[config.mk]
export PLATFORM = sky130hd
export DESIGN_NAME = demux_1x2_64line_buf
export DESIGN_NICKNAME = d
export VERILOG_FILES = /design/src/rtl/mdclcg_pkg.sv /design/src/rtl/lane_fifo.sv /design/src/rtl/demux_1x2_64line_buf.sv
export SDC_FILE = /design/constraint.sdc
export NUM_CORES = 1
export LEC_CHECK = 0
export ABC_CLOCK_PERIOD_IN_PS = 8390
export CAP_MARGIN = 0
export CORE_ASPECT_RATIO = 0.75
export CORE_MARGIN = 3
export CORE_UTILIZATION = 59
export CTS_CLUSTER_DIAMETER = 80
export DETAILED_ROUTE_END_ITERATION = 6
export PLACE_DENSITY = 0.84
export SETUP_SLACK_MARGIN = 0.4
export SLEW_MARGIN = 10
export SYNTH_ARGS = -nofsm -noshare
export SYNTH_HDL_FRONTEND = slang
export SYNTH_HIERARCHICAL = 1
export SYNTH_SLANG_ARGS = --single-unit
[constraint.sdc]
create_clock -name clk -period 8.39 [get_ports clk]
set_clock_uncertainty 0.15 [all_clocks]
set_input_delay 1.678 -clock clk [delete_from_list [all_inputs] [get_ports clk]]
set_output_delay 1.678 -clock clk [all_outputs]
set_load 0.01 [all_outputs]
[src/rtl/mdclcg_pkg.sv]
// mdclcg_pkg: shared constants for the MDCLCG output demultiplexer
// Holds the word width, the lane select encodings and the default lane FIFO depth.
package mdclcg_pkg;
  localparam int WORD_W = 64;
  localparam int DEFAULT_DEPTH = 2;
  localparam logic LANE0 = 1'b0;
  localparam logic LANE1 = 1'b1;
endpackage

[src/rtl/lane_fifo.sv]
// lane_fifo: synchronous FIFO with a registered head word
// Ports: clk, rst (sync, active-high), push/din write side, pop read side,
// full/empty flags, cnt occupancy, head registered head word (holds when empty).
module lane_fifo
  import mdclcg_pkg::*;
#(
  parameter int WIDTH = WORD_W,
  parameter int DEPTH = DEFAULT_DEPTH,
  localparam int AW = $clog2(DEPTH),
  localparam int CW = AW + 1
) (
  input  logic             clk,
  input  logic             rst,
  input  logic             push,
  input  logic [WIDTH-1:0] din,
  input  logic             pop,
  output logic             full,
  output logic             empty,
  output logic [CW-1:0]    cnt,
  output logic [WIDTH-1:0] head
);
  logic [WIDTH-1:0] mem_q [DEPTH];
  logic [WIDTH-1:0] mem_d [DEPTH];
  logic [AW-1:0] wr_ptr_q, wr_ptr_d, rd_ptr_q, rd_ptr_d;
  logic [CW-1:0] cnt_q, cnt_d;
  logic [WIDTH-1:0] head_q, head_d;
  logic do_push, do_pop;
  assign full = cnt_q == CW'(DEPTH);
  assign empty = cnt_q == '0;
  assign cnt = cnt_q;
  assign head = head_q;
  // head_d reads mem_d so a word pushed into an emptying FIFO is already the next head
  always_comb begin
    do_push = push && !full;
    do_pop = pop && !empty;
    wr_ptr_d = wr_ptr_q + AW'(do_push);
    rd_ptr_d = rd_ptr_q + AW'(do_pop);
    cnt_d = cnt_q + CW'(do_push) - CW'(do_pop);
    mem_d = mem_q;
    if (do_push) mem_d[wr_ptr_q] = din;
    head_d = cnt_d == '0 ? head_q : mem_d[rd_ptr_d];
  end
  always_ff @(posedge clk) mem_q <= mem_d;
  always_ff @(posedge clk) begin
    if (rst) begin
      wr_ptr_q <= '0;
      rd_ptr_q <= '0;
      cnt_q <= '0;
      head_q <= '0;
    end else begin
      wr_ptr_q <= wr_ptr_d;
      rd_ptr_q <= rd_ptr_d;
      cnt_q <= cnt_d;
      head_q <= head_d;
    end
  end
endmodule

[src/rtl/demux_1x2_64line_buf.sv]
// demux_1x2_64line_buf: registered 1-to-2 word demultiplexer with per-lane FIFOs
// Ports: clk, rst (sync, active-high); in/in_valid/in_ready input handshake with
// lane select s; out0/out1 head words with outK_valid/outK_ready handshakes and
// outK_cnt occupancy. Define DEMUX_ALT_SEL_EN to ignore s and alternate lanes.
module demux_1x2_64line_buf
  import mdclcg_pkg::*;
#(
  parameter int WIDTH = WORD_W,
  parameter int DEPTH = DEFAULT_DEPTH
) (
  input  logic                     clk,
  input  logic                     rst,
  input  logic [WIDTH-1:0]         in,
  input  logic                     in_valid,
  output logic                     in_ready,
  input  logic                     s,
  output logic [WIDTH-1:0]         out0,
  output logic                     out0_valid,
  input  logic                     out0_ready,
  output logic [$clog2(DEPTH):0]   out0_cnt,
  output logic [WIDTH-1:0]         out1,
  output logic                     out1_valid,
  input  logic                     out1_ready,
  output logic [$clog2(DEPTH):0]   out1_cnt
);
  logic sel, accept, full0, full1, empty0, empty1;
`ifdef DEMUX_ALT_SEL_EN
  logic tog_q, tog_d;
  always_comb tog_d = accept ? ~tog_q : tog_q;
  always_ff @(posedge clk) tog_q <= rst ? 1'b0 : tog_d;
  assign sel = tog_q;
`else
  assign sel = s;
`endif
  // full flags are registered, so in_ready never looks at the consumers
  assign in_ready = sel == LANE1 ? !full1 : !full0;
  assign accept = in_valid && in_ready;
  assign out0_valid = !empty0;
  assign out1_valid = !empty1;
  lane_fifo #(.WIDTH(WIDTH), .DEPTH(DEPTH)) u_lane0 (
    .clk(clk), .rst(rst), .push(accept && sel == LANE0), .din(in), .pop(out0_ready),
    .full(full0), .empty(empty0), .cnt(out0_cnt), .head(out0)
  );
  lane_fifo #(.WIDTH(WIDTH), .DEPTH(DEPTH)) u_lane1 (
    .clk(clk), .rst(rst), .push(accept && sel == LANE1), .din(in), .pop(out1_ready),
    .full(full1), .empty(empty1), .cnt(out1_cnt), .head(out1)
  );
endmodule

# Yosys cells after proc, flatten, opt, wreduce, memory -nomap -nowiden
# Cells that the tools add are included.
# classes
add_sub_neg	8
order_cmp	6
eq_ne	2
n_mux	15
bitwise_logic	5
n_reduce_logical	17
# op_table
cell	count
2-to-1 mux 64 bit	8
bitwise mux 128 bit	2
2-to-1 mux 128 bit	2
demux 64 bit (select 1 bit)	2
logical AND 1 bit	9
greater-or-equal comparator 2 bit, second input constant	4
zero test 2 bit	4
inverter 1 -> 2 bit	4
adder 1 bit	4
adder 2 x 1 -> 2 bit	2
== test 2 bit, second input constant	2
zero test 1 bit	4
less-than comparator 2 x 1 -> 1 bit, second input constant	2
subtractor 2 x 1 -> 2 bit	2
2-to-1 mux 1 bit	1
inverter 1 bit	1
# word_totals
reg_bits	392
inputBits	70
output_inout_bits	135
wordCells	65

# Logic depth before layout (Yosys ltp)
# Gate-level depths: netlist of the first run.
# depth
ltp_word	10
ltp_mapped	14

# Hierarchy
# The synthesis of the first run kept the hierarchy.
# modules_own_cells
module	instances	cells_each	area_per_inst_um2
lane_fifo	2	813	7933.9
demux_1x2_64line_buf	1	5	33.8

# Worst setup path before layout of the first run
# OpenSTA, ideal clock, no wires.
# synth_timing
kind	input port to output port
start	in s
end	out in_ready
arrival_ps	1936
required_ps	6562
slack_ps	4626
path_stages	1
path_buffers	0
path_cell_list	mux2i_1
# synth_between
elab_chain_cells	1
# synth_rtl
item	line	source
start: declaration	demux_1x2_64line_buf.sv:16	input logic s,
2-to-1 mux 1 bit	demux_1x2_64line_buf.sv:36	assign in_ready = sel == LANE1 ? !full1 : !full0;
end: declaration	demux_1x2_64line_buf.sv:15	output logic in_ready,
# No other way between the ends.

# Worst setup path in the final report of the first run
# layout_timing
start	in s
end	reg u_lane0.head_q[7], in the netlist u_lane0/head[7]
# layout_between
elab_chain_cells	8
elab_cells_between_ends	12
cone_classes	add/sub (2); mux (5); bitwise (1); reduce/logical (4)
# layout_rtl
item	line	source
2-to-1 mux 1 bit	demux_1x2_64line_buf.sv:36	
logical AND 1 bit	demux_1x2_64line_buf.sv:37	assign accept = in_valid && in_ready;
logical AND 1 bit (*)	demux_1x2_64line_buf.sv:41	.clk(clk), .rst(rst), .push(accept && sel == LANE0), .din(in), .pop(out0_ready),
logical AND 1 bit (*)	lane_fifo.sv:34	do_push = push && !full;
parallel branches: the longest is 4 deep, another holds adder 2 x 1 -> 2 bit	n/a	
end signal: assignment	lane_fifo.sv:49	head_q <= '0;
end signal: assignment	lane_fifo.sv:54	head_q <= head_d;
end: declaration	lane_fifo.sv:26	logic [WIDTH-1:0] head_q, head_d;
# Every way passes the cells marked *. The select of a mux whose other input is x is not followed.
# A chain may end at the register's enable or synchronous reset.

==> impl_results.md, run 1 <==
- Status: completed
- Routed Wire Length: 44500 um
- Critical Path RT: 8620 ps
- Leak: roughly 9.4 nW
- Pwr per Cell Area: around 430 nW/um^2
- Critical Path Sink Type: flip-flop
- CTS Buf Count: 37
- Synth area leaders: dfxtp_1 49%, a211oi_1 12%, a21o_1 12%
- CORE AREA: between 20000 and 30000 sq um
- Post-cts sizing count: 0
- Multi-input logic area: ~7400 sq um
- Slowest stage cell, crit path: o21bai_4
- Drt pass-1 iters: 5
- Initial Util: 0.606
- Area Growth Syn to Fin: 19.6%
- Largest net degree at the start of global routing: about 130
- Post-DR wirelength/cell: 21.2 um
- H-tree depth: 2
- Cell variety after synth: 27
- Max-cap violations: 0
- Row Count: 51
- Final Max Slew Viols: 0
- Avg Inst Size Synth: approximately 9.7 sq um
- Setup bufs post-CTS: 0
- Synthesis Warnings: 6
- Sequential share of the synthesized area: 0.494
- Vias in the first global route: around 14000
- Storage cell area: 7850 sq um
- Worst Path Max Fanout: 35
- Grt ovf: 0
- Die ar.: roughly 29000 sq um
- Drc violations: 0
- CTS tree: done
- Share of cells above drive strength 1: 0.0537
- Max clock buf depth: 3
- Peak VDD IR: ~0.0006 V
- Final hold vios: 0
- CP Class: input pin to flip-flop
- Reg clk slew, reported paths: approximately 60 ps
- CP arrival: around 5200 ps
- CTS Sinks: ~390
- Synth area leader: dfxtp_1
- IO Port Bufs: about 200
- Cell Chain, Critical Path: clkdlybuf4s50_1, nor3b_1, nand2_1, ha_1, inv_1, ha_1, xor3_2, o21bai_4, buf_4, o31ai_1
- DR vias/cell: roughly 6.5
- Yosys reg bits: between 300 and 400
- Slowest stage delay, CP: 740 ps
- Fmax: just over 200 MHz
- Final #Nets: approximately 1800
- Share of the synthesized area in the top cell type: 0.494
- Crit-path leading delay family: buffers and inverters
- Skew-Pair Late Insertion Delay: between 500 and 600 ps
- Setup TNS: 0 ps
- Worst slew pin tran: roughly 1200 ps
- Element type at the critical path start: input pin
- GRT Overall Usage: 0.299
- Worst Hold Class: flip-flop to flip-flop
- Most used cell, CP: ha_1
- Min Tclk post-route: 4920 ps
- Synth Net Count: 1705
- Die H: ~150 um
- CTS Root Cell: clkbuf_16
- Tot Pwr: about 8 mW
- Gate Count Post-Synth: around 1600
- First-pass GRT wire length: 71400 um
- Buf/Inv on CP: 3
- Final ANT Viol Nets: 0
- Fillers: about 1900
- Initial antenna violation count: 0
- RD Place Congestion: 0.748
- Io pins: approximately 200
- RSZ-0062 raised after global routing: no
- Initial DRC count: approximately 1100
- Mapped Area: between 15000 and 20000 sq um
- DR vias: 13548
- Slew headroom: 0.174
- Hold Buf Count CTS: 0
- Detailed Place HPWL: 26600 um
- Die width: around 200 um
- Finish-stage setup viols: 0
- Tcrit/Tclk final: 0.587
- Util after Layout: 0.725
==> area by class of cell <==
class,instances,area share
repair buffers,224,0.115
multi-input cells,1067,0.389
flip-flops and latches,392,0.413
well taps,344,0.0226
diodes,1,0.000132
clock inverters,8,0.00342
clock buffers,53,0.0555
inverters,8,0.00158
==> through the flow <==
| step | instance area (sq um) | std cells | setup slack, ps | hold slack, ps |
|---|---|---|---|---|
| 6_report | 19000 | 2097 | 3470 | 300 |
| 5_1_grt | 19000 | 2096 | 3280 | 314 |
| 4_1_cts | 19000 | 2096 | 3520 | 303 |
| 3_5_place_dp | 17900 | 2035 | 2990 | 289 |
| 3_3_place_gp | 17900 | 2035 | 3040 | 283 |
| 2_1_floorplan | 15900 | 1631 | 4630 | 277 |
==> Yosys cell counts <==
library cell	n
o21bai_1	2
a211oi_1	256
dfxtp_1	392
o31ai_1	128
o21ai_2	2
and3_1	256
buf_6	14
nor3b_1	1
xnor2_2	2
a21o_1	256
nor3_4	2
nor2_1	4
xor2_1	2
ha_1	4
clkbuf_1	108
a21oi_1	2
mux2i_1	1
nor2b_1	6
and2_1	2
buf_1	8
nand2_1	136
and3b_1	1
nand2b_1	2
inv_1	8
buf_2	28
xor3_2	2
buf_4	6
==> metal layers <==
layer  global-route usage  part of all wire
met1                0.415              0.45
met2                0.472              0.45
met3               0.0591             0.078
met4                0.103             0.027
met5                    0                 0
==> kinds of logic after synthesis <==
logic type,Yosys count,share of synthesized area
muxes,1,0.000630
AOI/OAI and AO/OA,646,0.305
buffers and inverters,172,0.0508
adders and majority gates,4,0.00315
and+or+nand+nor,410,0.141
xor gates and xnor gates,6,0.00630
DFF,392,0.494
==> worst paths after layout <==
check,from,to,slack [ps],cells past startpoint
setup reg to reg,u_lane0/cnt[0],u_lane0/head[7],4350,11
hold / removal,u_lane0/mem_q[51],u_lane0/mem_q[51],300,1
setup / recovery,s,u_lane0/head[7],3470,10
hold reg to reg,u_lane0/mem_q[51],u_lane0/mem_q[51],300,1
==> worst register-to-register path, delay by kind of cell, from the launching register on <==
kind	cells	cell delay [ps]
buffers and inverters	3	640
adder cells (fa/ha/maj)	2	480
AO/OA/AOI/OAI	2	900
XOR/XNOR	1	310
flip-flops	1	460
AND/OR/NAND/NOR	3	990
==> cells in the final DEF (no fill, tap or decap), drive strengths merged <==
cell type      count
inv                8
ha                 4
nand2b             2
nor2b              6
a211oi           256
clkdlybuf4s50    204
a21oi              2
a21o             256
and3b              1
o21bai             2
nor3b              1
and3             256
nor3               2
o21ai              2
xnor2              2
xor2               2
xor3               2
o31ai            128
clkinv             7
buf               20
and2               2
bufinv             1
nand2            136
clkbuf            53
mux2i              1
nor2               4
dfxtp            392
diode              1
==> state kept, by name, indices dropped and copies added, names as in the netlist <==
name and count:
u_lane0/rd_ptr_q 1, u_lane0/wr_ptr_q 1, u_lane1/rd_ptr_q 1, u_lane1/cnt 2
u_lane0/mem_q 128, u_lane1/head 64, u_lane0/cnt 2, u_lane1/mem_q 128
u_lane1/wr_ptr_q 1, u_lane0/head 64
==> power breakdown <==
part / internal (mW) / switching, mW / leakage, nW
clock: 0.902 / 0.681 / 0.558
combinational: 1.45 / 1.98 / 5.60
sequential: 2.66 / 0.434 / 3.27
total: 5.01 / 3.10 / 9.42
(Power assumes the default switching activity.)
==> run 2: changes to the inputs <==
Settings changed: ABC_CLOCK_PERIOD_IN_PS 8390 to 4500, CORE_UTILIZATION 59 to 50, PLACE_DENSITY 0.84 to 0.76.
Clock period 8.39 ns to 4.5 ns, I/O delays scaled along.
==> run 2 against run 1 <==
Against the previous run: global-route usage shrank 3.8 points; count of clock-buffer cells in the layout shrank 1; worst setup slack lost 2600 ps; critical path depth grew 2; combinational power grew 90%; highest routed layer unchanged.
==> impl_results.md, run 2 (same netlist as run 1, synthesis figures left out) <==
- GR Layer Usage met3: 0.0449 (was 0.0591)
- FF-to-FF setup slack: 910 ps (was 4350 ps)
- Max clock buf depth: 3 (unchanged)
- Routed Wire Length: 45600 um (was 44500 um)
- First-pass GRT wire length: 72600 um (was 71400 um)
- CORE AREA: 30800 sq um (was 26200 sq um)
- Area Growth Syn to Fin: 22.1% (was 19.6%)
- CTS Sinks: 392 (unchanged)
- Die width: 212 um (was 196 um)
- Pwr per Cell Area: 807 nW/um^2 (was 426 nW/um^2)
- Initial Util: 0.517 (was 0.606)
- Drt pass-1 iters: 7 (was 5)
- Vias in the first global route: 13340 (was 13587)
- Initial antenna violation count: 0 (unchanged)
- CTS Buf Count: 38 (was 37)
- Final hold vios: 0 (unchanged)
- Fmax: ~280 MHz
- Critical Path Sink Type: flip-flop (unchanged)
- Detailed Place HPWL: 27500 um (was 26600 um)
- Grt ovf: 0 (unchanged)
- Critical Path RT: 4780 ps (was 8620 ps)
- CTS tree: done (unchanged)
- Grt peak-use layer: met2 (unchanged)
- CP arrival: 3870 ps (was 5150 ps)
- Post-DR wirelength/cell: 21.1 um (was 21.2 um)
- Tot Pwr: 15.7 mW (was 8.11 mW)
- Worst Hold Class: flip-flop to flip-flop (unchanged)
- Largest net degree at the start of global routing: 129 (was 132)
- Element type at the critical path start: flip-flop (was input pin)
- Final Instance Area: 19400 sq um (was 19000 sq um)
- Leak: 9.57 nW (was 9.42 nW)
- Setup TNS: 0 ps (unchanged)
- Final Max Slew Viols: 0 (unchanged)
- CP Class: flip-flop to flip-flop (was input pin to flip-flop)
- Min Tclk post-route: about 3600 ps
- Drc violations: 0 (unchanged)
- Hold Buf Count CTS: 0 (unchanged)
- Die ar.: 34000 sq um (was 29000 sq um)
- DR vias/cell: 6.25 (was 6.46)
- Slew headroom: 0.212 (was 0.174)
- Most frequent cells in the layout: 392 x dfxtp_1, 256 x and3_1, 256 x a21o_1, 256 x a211oi_1, 204 x clkdlybuf4s50_1 (unchanged)
- Most common cell after layout, fill and taps aside: dfxtp_1 (unchanged)
- Slowest stage delay, CP: 610 ps (was 740 ps)
- WHS Path Cells: 1 (unchanged)
- Slowest stage cell, crit path: nand2b_4 (was o21bai_4)
- Biggest regs: u_lane0/mem_q: 128 flops, u_lane1/mem_q: 128 flops (unchanged)
- DR vias: 13538 (was 13548)
- Met2 usage in global routing: 0.420 (was 0.472)
- Worst slew pin tran: 1180 ps (was 1240 ps)
- RD Place Congestion: 0.732 (was 0.748)
- CTS Root Cell: clkbuf_16 (unchanged)
- Status: completed (unchanged)
- IO Port Bufs: 204 (unchanged)
- Worst Path Max Fanout: 68 (was 35)
- Peak VDD IR: 0.000919 V (was 0.000597 V)
- Io pins: 205 (unchanged)
- Row Count: 55 (was 51)
- R2R depth: 12 (was 11)
- Reg2reg end: u_lane1/head[12] (was u_lane0/head[7])
- FF-to-FF Start: u_lane1/cnt[0] (was u_lane0/cnt[0])
- RSZ-0062 raised after global routing: no (unchanged)
- Worst Setup SP: u_lane1/cnt[0] (was s)
- Max-cap violations: 0 (unchanged)
- GRT Overall Usage: 0.262 (was 0.299)
- H-tree depth: 2 (unchanged)
- Final #Nets: 1812 (was 1804)
- Share of cells above drive strength 1: 0.0634 (was 0.0537)
- Reg clk slew, reported paths: 60 ps (about the same)
- Final ANT Viol Nets: 0 (unchanged)
- Post-cts sizing count: 0 (unchanged)
- Cell Chain, Critical Path: nand2b_4, inv_1, and3b_1, nand2_1, ha_1, inv_1, ha_1, xor3_2, nor3_4, buf_4, nand2_1, o31ai_1 (was clkdlybuf4s50_1, nor3b_1, nand2_1, ha_1, inv_1, ha_1, xor3_2, o21bai_4, buf_4, o31ai_1)
- Die H: 160 um (was 148 um)
- Met1 Use GR: 0.372 (was 0.415)
- Skew-Pair Late Insertion Delay: 530 ps (was 510 ps)
- Initial DRC count: 951 (was 1146)
- Setup bufs post-CTS: 0 (unchanged)
- WHS Endpoint: u_lane0/mem_q[123] (was u_lane0/mem_q[51])
- Finish-stage setup viols: 0 (unchanged)
- Placed cell areas: 18100 sq um (was 17900 sq um)
- Fillers: 2528 (was 1931)
- Hold_sp: u_lane0/mem_q[123] (was u_lane0/mem_q[51])
- Tcrit/Tclk final: 0.798
==> run 2: changes by cell type in the layout (fill, tap and decap cells not counted) <==
cell and delta:
buf_4 +1, clkinv_2 -1, clkbuf_16 +2, buf_12 +6
clkinvlp_4 +4, inv_6 +1, clkbuf_1 -4, clkbuf_8 +1
bufinv_16 +4
==> run 2: metal layers <==
metal / vias up / part of all wire
li1: 6348 / -
met1: 6699 / 0.46
met2: 427 / 0.46
met3: 64 / 0.067
met4: 0 / 0.014
met5: - / 0
==> run 2: report_power, final <==
group | internal [mW] | switching, mW
Clock | 2.01 | 1.37
Sequential | 4.96 | 0.801
Combinational | 2.78 | 3.75
==> run 2: worst max path at each step <==
stage / slack, ps / cells past startpoint / end
floorplan: 1500 / 14 / u_lane0/head[10]
global placement: 880 / 12 / u_lane0/head[57]
detailed placement: 750 / 12 / u_lane0/head[6]
CTS: 960 / 12 / u_lane1/head[50]
global route: 680 / 12 / u_lane1/head[62]
finish: 910 / 12 / u_lane1/head[12]
==> run 2: cell type report <==
cell class,count,area [sq um],area share
inverter,8,30.0,0.00155
clock buffer,52,1100,0.0569
antenna,1,2.50,0.000129
tap,399,499,0.0257
timing repair buffer,231,2320,0.119
sequential,392,7850,0.404
multi-input combinational,1067,7390,0.381
clock inverter,16,219,0.0113
==> run 2: through the flow <==
stage                     hold slack (ps)  std cells   util  setup slack (ps)
after floorplan                       277       1631      -              1500
after global placement                283       2097  0.588               876
after detailed placement              289       2097  0.588               755
after CTS                             303       2165  0.631               956
after global routing                  311       2165  0.631               676
final                                 301       2166  0.631               907
==> run 2: critical path: cells and delay by family, from the launching register on <==
kind	cells	cell delay (ps)
fa+ha+maj	2	470
simple gates	5	1290
compound gates	1	90
buf+inv	3	700
xor+xnor	1	320
flops	1	430
==> run 3: changes to the inputs <==
Settings changed: ABC_CLOCK_PERIOD_IN_PS 4500 to 3400, CORE_UTILIZATION 50 to 55, PLACE_DENSITY 0.76 to 0.79.
Clock period 4.5 ns to 3.4 ns, I/O delays scaled along.
==> run 3 against run 2 <==
Against the previous run: critical path depth is 1 higher; first-iteration DRC count decreased by 2.6%; global-route usage increased by 1.8 points; die area fell by 8.8%; combinational power up 42%; utilization grew 6.4 points; count of clock-buffer cells in the layout increased by 5; worst setup slack worse by 400 ps; sequential power grew 32%; flip-flop and latch count unchanged; routed wire length grew 0.11%.
==> impl_results.md, run 3 (same netlist as run 1, synthesis figures left out) <==
- Drt pass-1 iters: 5 (was 7)
- R2R depth: 14 (was 12)
- Status: completed (unchanged)
- Combinational power share: 0.442 (was 0.417)
- Final Max Slew Viols: 0 (unchanged)
- Most common cell after layout, fill and taps aside: dfxtp_1 (unchanged)
- RSZ-0062 raised after global routing: no (unchanged)
- FF-to-FF Start: u_lane0/cnt[0] (was u_lane1/cnt[0])
- Worst Path Max Fanout: 8 (was 68)
- WHS Endpoint: u_lane1/mem_q[49] (was u_lane0/mem_q[123])
- Share of cells above drive strength 1: 0.0729 (was 0.0634)
- CP Class: input pin to flip-flop (was flip-flop to flip-flop)
- Tot Pwr: 21.0 mW (was 15.7 mW)
- Final ANT Viol Nets: 0 (unchanged)
- Crit-path leading delay family: buffers and inverters (was simple AND/OR/NAND/NOR gates)
- First-pass GRT wire length: 71100 um (was 72600 um)
- Peak VDD IR: 0.000838 V (was 0.000919 V)
- Fmax: 346 MHz
- Biggest regs: u_lane0/mem_q: 128 flops, u_lane1/mem_q: 128 flops (unchanged)
- Initial Util: 0.563 (was 0.517)
- CTS Sinks: 392 (unchanged)
- Area Growth Syn to Fin: 23.6% (was 22.1%)
- Most frequent cells in the layout: 390 x dfxtp_1, 256 x and3_1, 256 x a21o_1, 256 x a211oi_1, 203 x clkdlybuf4s50_1 (was 392 x dfxtp_1, 256 x and3_1, 256 x a21o_1, 256 x a211oi_1, 204 x clkdlybuf4s50_1)
- Setup TNS: 0 ps (unchanged)
- FF-to-FF setup slack: 510 ps (was 910 ps)
- Vias in the first global route: 13143 (was 13340)
- Slowest stage cell, crit path: clkdlybuf4s50_1 (was nand2b_4)
- Final #Nets: 1833 (was 1812)
- Reg2reg end: u_lane0/head[12] (was u_lane1/head[12])
- Grt ovf: 0 (unchanged)
- Cell Chain, Critical Path: clkdlybuf4s50_1, nor3b_2, buf_4, nand2_2, ha_1, inv_1, ha_2, xor3_2, nor3_4, buf_12, clkbuf_16, nand2_1, o31ai_1 (was nand2b_4, inv_1, and3b_1, nand2_1, ha_1, inv_1, ha_1, xor3_2, nor3_4, buf_4, nand2_1, o31ai_1)
- Diodes inserted: 0 (was 1)
- Die H: 153 um (was 160 um)
- CORE AREA: 28200 sq um (was 30800 sq um)
- Die ar.: 31000 sq um (was 34000 sq um)
- GRT Overall Usage: 0.279 (was 0.262)
- Final hold slack: 298 ps (was 301 ps)
- CP arrival: 3170 ps (was 3870 ps)
- Max-cap violations: 0 (unchanged)
- Clock share of power: 0.195 (was 0.216)
- IO Port Bufs: 204 (unchanged)
- Psw: 7.95 mW (was 5.92 mW)
- Largest net degree at the start of global routing: 131 (was 129)
- Finish-stage setup viols: 0 (unchanged)
- Sw Share: 0.378 (about the same)
- Critical Path RT: 3680 ps (was 4780 ps)
- Reg clk slew, reported paths: 60 ps (about the same)
- Row Count: 53 (was 55)
- RD Place Congestion: 0.800 (was 0.732)
- CTS tree: done (unchanged)
- Drc violations: 0 (unchanged)
- Hold_sp: u_lane1/mem_q[49] (was u_lane0/mem_q[123])
- Pwr per Cell Area: 1070 nW/um^2 (was 807 nW/um^2)
- Seq pwr share: 0.363 (was 0.368)
- Max clock buf depth: 3 (unchanged)
- Final hold vios: 0 (unchanged)
- Tcrit/Tclk final: 0.851
- Element type at the critical path start: input pin (was flip-flop)
- Detailed Place HPWL: 27800 um (was 27500 um)
- Die width: 202 um (was 212 um)
- Internal Power: 13.1 mW (was 9.76 mW)
- DR vias/cell: 6.27 (was 6.25)
- Initial antenna violation count: 0 (unchanged)
- Leak: 9.69 nW (was 9.57 nW)
- CTS Root Cell: clkbuf_16 (unchanged)
- Io pins: 205 (unchanged)
- DR vias: 13599 (was 13538)
- Worst Hold Class: flip-flop to flip-flop (unchanged)
- Post-DR wirelength/cell: 21.1 um (about the same)
- Buf/Inv on CP: 5 (was 3)
- WHS Path Cells: 1 (unchanged)
- H-tree depth: 2 (unchanged)
- Slew headroom: 0.206 (was 0.212)
- Routed Wire Length: 45700 um (was 45600 um)
- Min Tclk post-route: about 2900 ps
- Worst slew pin tran: 1190 ps (was 1180 ps)
- CTS Buf Count: 39 (was 38)
- Initial DRC count: 926 (was 951)
- Slowest stage delay, CP: 470 ps (was 610 ps)
- Instance count on the critical path: 13 (was 12)
- Skew-Pair Late Insertion Delay: 530 ps (about the same)
- Critical Path Sink Type: flip-flop (unchanged)
run 3: worst register-to-register path, stage by stage, from the launching register on:
cell and delay, ps:
dfxtp_4 360, nand2b_4 150, inv_1 90, nor3b_2 180, buf_4 160, nand2_2 60, ha_1 270, inv_1 40
ha_2 170, xor3_2 450, nor3_4 240, buf_12 190, clkbuf_16 180, nand2_1 60, o31ai_1 60
run 3: worst max-delay path by stage:
stage,slack [ps],startpoint,to
6_report,510,in_valid,u_lane0/head[12]
2_1_floorplan,400,u_lane0/cnt[0],u_lane0/head[47]
5_1_grt,400,u_lane0/cnt[0],u_lane0/head[8]
4_1_cts,420,u_lane0/cnt[0],u_lane0/head[12]
3_5_place_dp,60,in_valid,u_lane0/head[12]
3_3_place_gp,140,in_valid,u_lane0/head[20]
run 3: power by group through the flow:
stage	sequential [mW]	combinational [mW]	clock (mW)
2_1_floorplan	7.60	5.82	0
6_report	7.63	9.28	4.10
5_1_grt	7.84	9.99	4.32
3_5_place_dp	7.70	8.86	0
3_3_place_gp	7.59	8.55	0
4_1_cts	7.62	8.90	4.13
run 3: cell type report:
type	instances	area, sq um
flip-flops and latches	392	7850
multi-input cells	1067	7400
well taps	385	482
clock buffers	57	1130
fillers	2180	8600
repair buffers	251	2690
clock inverters	8	58.8
inverters	8	30.0
run 3: layer usage:
| metal | global-route usage | wire, um |
|---|---|---|
| met2 | 0.453 | 21000 |
| met3 | 0.0460 | 3340 |
| met1 | 0.391 | 20600 |
| met5 | 0 | 0 |
| met4 | 0.0715 | 809 |
run 3: timing repair:
item,CTS,global route
buffers inserted,0,3
endpoints found under the setup margin,0,64
hold buffers,0,0
gates resized for setup,0,9
run 3: metrics by stage:
stage	std cells	setup slack [ps]	util	instance area [sq um]
5_1_grt	2168	405	0.696	19600
3_5_place_dp	2096	55.4	0.648	18300
4_1_cts	2161	420	0.690	19500
3_3_place_gp	2096	137	0.648	18300
2_1_floorplan	1631	405	-	15900
6_report	2168	508	0.696	19600
